==> src/rtl/vc_ingress_buffer.sv <==
// rtl/vc_ingress_buffer.sv - per-port ingress stage: two VC FIFOs, pause/continue flow control, VC0-priority drain
module vc_ingress_buffer #(
    parameter int ADDR_WIDTH = 3,
    parameter int BUS_SIZE   = 5,
    parameter int MEM_LENGTH = 1 << ADDR_WIDTH
) (
    input  logic                clk,
    input  logic                reset,
    input  logic [BUS_SIZE:0]   data_in,
    input  logic                valid_in,
    input  logic [3:0]          umbralA,
    input  logic [3:0]          umbralB,
    input  logic                stall_vc0,
    input  logic                stall_vc1,
    output logic [BUS_SIZE-1:0] data_out,
    output logic                valid_out,
    output logic                vc_out,
    output logic                pause_vc0,
    output logic                pause_vc1,
    output logic                continue_vc0,
    output logic                continue_vc1,
    output logic                drop,
    output logic [1:0]          state
);

    localparam logic [1:0] ST_RESET  = 2'd0;
    localparam logic [1:0] ST_INIT   = 2'd1;
    localparam logic [1:0] ST_IDLE   = 2'd2;
    localparam logic [1:0] ST_ACTIVE = 2'd3;

    localparam int              CW     = ADDR_WIDTH + 1;
    localparam logic [CW-1:0]   FULL_C = CW'(MEM_LENGTH);
    localparam logic [CW-1:0]   ONE_C  = CW'(1);
    localparam logic [ADDR_WIDTH-1:0] PTR_ONE = ADDR_WIDTH'(1);

    logic [1:0]            state_q, state_d;
    logic [CW-1:0]         cnt0_q, cnt0_d, cnt1_q, cnt1_d;
    logic [ADDR_WIDTH-1:0] wr0_q, wr0_d, wr1_q, wr1_d;
    logic [ADDR_WIDTH-1:0] rd0_q, rd0_d, rd1_q, rd1_d;
    logic [BUS_SIZE-1:0]   data_out_q, data_out_d;
    logic                  valid_out_q, valid_out_d;
    logic                  vc_out_q, vc_out_d;
    logic                  drop_q, drop_d;
    logic [3:0]            umb_a_q, umb_a_d, umb_b_q, umb_b_d;

    logic [BUS_SIZE-1:0]   mem0_q [MEM_LENGTH];
    logic [BUS_SIZE-1:0]   mem1_q [MEM_LENGTH];

    logic run, wr_req, push0, push1, pop0, pop1;

    always_comb begin
        run    = (state_q == ST_IDLE) || (state_q == ST_ACTIVE);
        wr_req = run && valid_in;
        // Fullness uses pre-edge counts: a pop on the same edge never frees a slot for this write.
        push0  = wr_req && !data_in[BUS_SIZE] && (cnt0_q < FULL_C);
        push1  = wr_req &&  data_in[BUS_SIZE] && (cnt1_q < FULL_C);
        pop0   = (cnt0_q != '0) && !stall_vc0;
        pop1   = !pop0 && (cnt1_q != '0) && !stall_vc1;

        cnt0_d = cnt0_q;
        if (push0 && !pop0)      cnt0_d = cnt0_q + ONE_C;
        else if (!push0 && pop0) cnt0_d = cnt0_q - ONE_C;
        cnt1_d = cnt1_q;
        if (push1 && !pop1)      cnt1_d = cnt1_q + ONE_C;
        else if (!push1 && pop1) cnt1_d = cnt1_q - ONE_C;

        wr0_d = push0 ? wr0_q + PTR_ONE : wr0_q;
        wr1_d = push1 ? wr1_q + PTR_ONE : wr1_q;
        rd0_d = pop0  ? rd0_q + PTR_ONE : rd0_q;
        rd1_d = pop1  ? rd1_q + PTR_ONE : rd1_q;

        data_out_d  = data_out_q;
        vc_out_d    = vc_out_q;
        valid_out_d = pop0 || pop1;
        if (pop0) begin
            data_out_d = mem0_q[rd0_q];
            vc_out_d   = 1'b0;
        end else if (pop1) begin
            data_out_d = mem1_q[rd1_q];
            vc_out_d   = 1'b1;
        end

        drop_d  = wr_req && !push0 && !push1;
        umb_a_d = (state_q == ST_INIT) ? umbralA : umb_a_q;
        umb_b_d = (state_q == ST_INIT) ? umbralB : umb_b_q;

        state_d = state_q;
        case (state_q)
            ST_RESET:  state_d = ST_INIT;
            ST_INIT:   state_d = ST_IDLE;
            ST_IDLE:   if (push0 || push1) state_d = ST_ACTIVE;
            ST_ACTIVE: if (cnt0_d == '0 && cnt1_d == '0) state_d = ST_IDLE;
            default:   state_d = ST_RESET;
        endcase
    end

    always_ff @(posedge clk or posedge reset) begin
        if (reset) begin
            state_q     <= ST_RESET;
            cnt0_q      <= '0;
            cnt1_q      <= '0;
            wr0_q       <= '0;
            wr1_q       <= '0;
            rd0_q       <= '0;
            rd1_q       <= '0;
            data_out_q  <= '0;
            valid_out_q <= 1'b0;
            vc_out_q    <= 1'b0;
            drop_q      <= 1'b0;
            umb_a_q     <= '0;
            umb_b_q     <= '0;
        end else begin
            state_q     <= state_d;
            cnt0_q      <= cnt0_d;
            cnt1_q      <= cnt1_d;
            wr0_q       <= wr0_d;
            wr1_q       <= wr1_d;
            rd0_q       <= rd0_d;
            rd1_q       <= rd1_d;
            data_out_q  <= data_out_d;
            valid_out_q <= valid_out_d;
            vc_out_q    <= vc_out_d;
            drop_q      <= drop_d;
            umb_a_q     <= umb_a_d;
            umb_b_q     <= umb_b_d;
        end
    end

    // Storage is not reset; stale words are unreachable once the pointers and counts clear.
    always_ff @(posedge clk) begin
        if (push0) mem0_q[wr0_q] <= data_in[BUS_SIZE-1:0];
        if (push1) mem1_q[wr1_q] <= data_in[BUS_SIZE-1:0];
    end

    assign data_out     = data_out_q;
    assign valid_out    = valid_out_q;
    assign vc_out       = vc_out_q;
    assign drop         = drop_q;
    assign state        = state_q;
    assign pause_vc0    = run && (32'(cnt0_q) >= 32'(umb_a_q));
    assign pause_vc1    = run && (32'(cnt1_q) >= 32'(umb_a_q));
    assign continue_vc0 = !run || (32'(cnt0_q) <= 32'(umb_b_q));
    assign continue_vc1 = !run || (32'(cnt1_q) <= 32'(umb_b_q));

endmodule

==> config.mk <==
export PLATFORM = sky130hd
export DESIGN_NAME = vc_ingress_buffer
export DESIGN_NICKNAME = d
export VERILOG_FILES = /design/src/rtl/vc_ingress_buffer.sv
export SDC_FILE = /design/constraint.sdc
export NUM_CORES = 1
export LEC_CHECK = 0
export BUFFER_PORTS_ARGS = -buffer_cell sky130_fd_sc_hd__buf_2
export CAP_MARGIN = 25
export CORE_MARGIN = 2
export CORE_UTILIZATION = 40
export DETAILED_ROUTE_END_ITERATION = 7
export PLACE_DENSITY = 0.58
export SYNTH_ARGS = -nofsm -noshare
export SYNTH_HDL_FRONTEND = slang
export SYNTH_SLANG_ARGS = --single-unit
export TNS_END_PERCENT = 30
==> constraint.sdc <==
create_clock -name clk -period 2.89 [get_ports clk]
set_input_delay 0.1445 -clock clk [delete_from_list [all_inputs] [get_ports clk]]
set_output_delay 0.1445 -clock clk [all_outputs]
set_load 0.1 [all_outputs]
==> impl_results.rst <==
.. list-table::
   :header-rows: 1

   * - Metric
     - Value
   * - Max-slew violation total from the final report
     - 0
   * - Number of endpoints with negative hold slack in the final report
     - 0
   * - Fraction of power consumed by sequential logic
     - 36.7%
   * - Proportion of synthesized flip-flops having asynchronous set or reset
     - 32.2%
   * - RSZ-0062 raised after global routing
     - false
   * - Wire length of the first global-routing pass
     - roughly 17,000 µm
   * - Horiz. Die Dim
     - 119 µm
   * - Setup-failing EPs final
     - 0
   * - Switching fraction of total power
     - around 35%
   * - Share of post-route cells with drive strength above 1
     - 24.4%
   * - Commonest cells in the netlist
     - edfxtp_1, dfrtp_1, nand2_1
   * - HPWL reported at the end of detailed placement
     - 7380 µm
   * - Sw power
     - 0.00232 W
   * - Number of enable flip-flop cells after synthesis
     - 80
   * - Critical path endpoint category
     - flop
   * - Combined area of all synthesized cells
     - ~5300 µm²
   * - Detailed-routed wire length on met2
     - 5090 µm
   * - Final Instance Count excl. Fillers
     - around 610
   * - Clock Sink Count
     - 118
   * - Post-Synthesis Cells
     - 367
   * - Most instantiated flip-flop cell in the synthesis netlist
     - edfxtp_1
   * - Final std cell area, no fill
     - between 6000 and 7000 µm²
   * - Crit start category
     - flop
   * - Clock transition at path regs
     - roughly 0.05 ns
   * - Startpoint-to-endpoint class of the critical path
     - flop to flop
   * - Synth warn
     - 0
   * - Most instantiated library cell after synthesis
     - edfxtp_1
   * - Root Buffer Master
     - clkbuf_16
   * - Kind of path behind the tightest hold check
     - input pin to flop
   * - Number of vias per cell
     - 5.14
   * - Final critical path time including I/O delays and setup
     - ~2.5 ns
   * - Sum of overflow across all layers after global routing
     - 0
   * - Clock buffers created by TritonCTS
     - 17
   * - Number of fill cells in the layout
     - around 1,200
   * - Largest net degree at the start of global routing
     - 23
   * - Full die area
     - 14,300 µm²
   * - Maximum frequency from static timing analysis
     - slightly below 400 MHz
   * - R2R Setup Slk
     - 0.36 ns
   * - Number of nets with antenna violations after routing
     - 0
   * - Largest buffer count on any clock path
     - 2
   * - Routed length on met1
     - 4780 µm
   * - Post-route fraction of the period consumed by the critical path
     - 87.5%
   * - Maximum fanout along the worst path
     - 7
   * - Effective utilization at floorplan
     - 40.5%
   * - Placed cell count
     - 573
   * - Worst path top cell family by delay
     - compound AO/OA/AOI/OAI gates
   * - Library cell with the largest summed area after synthesis
     - edfxtp_1
   * - Total Routed Length
     - 10,500 µm
   * - Number of H-tree levels
     - 4
   * - Peak supply drop
     - between 0.0004 and 0.0005 V
   * - Routed wire length per instance
     - 17.2 µm
   * - Static leakage
     - 2.48 nW
   * - Data arrival time at the worst-slack endpoint
     - 2.81 ns
   * - Die height
     - between 100 and 150 µm
   * - Cell with the largest stage delay on the worst path
     - a221o_2
   * - Cell-internal power
     - between 0.004 and 0.005 W
   * - Transition at the pin with the smallest max-transition slack
     - approximately 0.8 ns
   * - Post-synthesis to final-layout area growth
     - 20.7%
   * - Port Buffer Count
     - 32
   * - DRT iter0 DRCs
     - 316
   * - Vias in the first global route
     - around 3,300
   * - Setup TNS
     - 0 ns
   * - Final weighted congestion in routability-driven placement
     - around 0.79
   * - Mapped Nets
     - 410
   * - Post-CTS sizing
     - 0
   * - Clock tree from TritonCTS
     - done
   * - Cell area after placement
     - around 5700 µm²
   * - Avg Inst Size Synth
     - around 15 µm²
   * - Via total after detailed routing
     - 3,157
   * - Delay contributed by the slowest stage of the critical path
     - 0.47 ns
   * - Max-Cap Viols
     - 0
   * - Share of the yosys chip area belonging to registers
     - 63.0%
   * - Number of placed I/O pins
     - 33
   * - Largest clock skew in the final design
     - 0.00738 ns
   * - Uppermost metal layer occupied by signal nets
     - met4
   * - First-pass iteration count of the detailed router
     - 6
   * - Clk_lat worst skew
     - about 0.42 ns
   * - Power density normalized to cell area
     - 1020 nW/µm²
   * - Antenna fix cells
     - 0
   * - Post-synthesis register bit count
     - 118
   * - Max-Slew Margin vs Limit
     - 47.0%
   * - Core Area
     - 13,100 µm²
   * - Cell variety after synth
     - 44
   * - Post-route DRC violation count
     - 0
   * - Clock network fraction of design power
     - 33.1%
   * - Met3 wire len
     - 548 µm
   * - Net count reported at finish
     - between 400 and 500
   * - Result of the run
     - complete, no violations
   * - Largest cells by area after synthesis
     - edfxtp_1, dfrtp_1, mux4_2, ha_1, nand2_1
   * - Required time reported for the critical path endpoint
     - between 3 and 4 ns
   * - Antenna violations before repair
     - 0
   * - GR Util All Layers
     - between 10% and 20%
   * - Cell Chain, Critical Path
     - inv_1 > ha_1 > or3b_4 > a221o_2 > o31ai_1 > o211ai_1 > a31oi_1 > a41oi_1
   * - Power share of the combinational group
     - 30.2%
   * - Number of cell rows
     - 42
   * - Buf/Inv on CP
     - 1
   * - Top-area cell type share of the netlist area
     - 45.1%
## cell families (layout without fill, tap and decap cells)
logic type | count (synthesis) | after routing | share of synthesized area, %
buf+inv | 30 | 101 | 2.49
compound gates | 44 | 44 | 5.78
xor+xnor | 11 | 11 | 1.81
fa+ha+maj | 24 | 24 | 5.64
simple gates | 102 | 102 | 9.30
flops | 118 | 118 | 63.0
mux | 38 | 38 | 12.0
## area by class of cell
type / count / area, µm² / share of cell area [%]
flip-flops and latches: 118 / 3350 / 52.2
multi-input cells: 219 / 1840 / 28.6
clock buffers: 19 / 433 / 6.73
repair buffers: 54 / 348 / 5.41
well taps: 176 / 220 / 3.42
clock inverters: 13 / 179 / 2.78
inverters: 15 / 56.3 / 0.876
## per-layer routing
layer  global-route usage, %  vias up
met5                       0        -
met4                    6.76        0
met3                    4.45       12
met2                    26.3       80
met1                    21.6     1564
li1                        -     1501
## state kept, by name, summed over array words and instances, names as in the netlist
name,cells
cnt0_q,4
cnt1_q,4
data_out,5
drop,1
mem0_q,40
mem1_q,40
rd0_q,3
rd1_q,3
state,2
umb_a_q,4
umb_b_q,4
valid_out,1
vc_out,1
wr0_q,3
wr1_q,3
## cells in the final DEF, fill, tap and decap left out, types with 2 or more instances in the layout
master / Yosys / routed
o21ai_0: 7 / 7
clkbuf_16: 0 / 17
o211ai_1: 10 / 10
o21a_1: 4 / 4
nor2_1: 20 / 20
ha_1: 24 / 24
nand3_1: 4 / 4
bufinv_16: 0 / 4
o31ai_1: 3 / 3
inv_6: 0 / 2
a221o_2: 2 / 2
clkinv_2: 0 / 2
clkinv_1: 0 / 2
nand2b_1: 9 / 9
mux4_2: 20 / 20
a21oi_1: 5 / 5
buf_4: 0 / 13
nor2b_1: 4 / 4
a21o_1: 6 / 6
xnor2_1: 11 / 11
mux2_2: 8 / 8
inv_1: 15 / 15
edfxtp_1: 80 / 80
nor4_1: 3 / 3
nand2_1: 38 / 38
dfrtp_1: 38 / 38
nor3_1: 8 / 8
buf_2: 4 / 32
clkinvlp_4: 0 / 2
nand4_1: 5 / 5
clkbuf_1: 8 / 2
dlygate4sd3_1: 0 / 9
nor4b_1: 2 / 2
mux2i_1: 10 / 10
## worst paths after layout
check	startpoint	to	cells past startpoint
min in group asynchronous	reset	rd0_q[0]	3
setup reg to reg	cnt0_q[0]	state[0]	8
hold reg to reg	umb_b_q[3]	umb_b_q[3]	1
hold / removal	valid_in	drop	3
setup / recovery	cnt0_q[0]	state[0]	8
max in group asynchronous	reset	umb_b_q[3]	4
## worst min-delay path: stages
cell,delay (ns)
buf_2,0.11
nand2_1,0.10
nor2_1,0.06
## power groups by stage
stage          clock network, W  logic (W)  registers [W]
6_report                0.00217    0.00198        0.00241
3_3_place_gp                  0    0.00195        0.00244
4_1_cts                 0.00221    0.00200        0.00242
2_1_floorplan                 0    0.00145        0.00253
3_5_place_dp                  0    0.00198        0.00245
5_1_grt                 0.00229    0.00217        0.00247
## what timing repair did
action / CTS / global route
buffers inserted: 0 / 0
hold buffers: 9 / 0
hold endpoints to repair: 24 / 0
## through the flow
step                      setup slack [ns]  power (W)  utilization (%)  hold WS (ns)
after floorplan                      0.110    0.00397                -         0.243
after global placement               0.450    0.00438             43.6         0.270
after detailed placement             0.389    0.00442             43.6         0.288
after CTS                            0.369    0.00663             48.9        0.0196
after global routing                 0.193    0.00693             48.9        0.0542
final                                0.360    0.00657             48.9        0.0360
(Power assumes the default switching activity.)
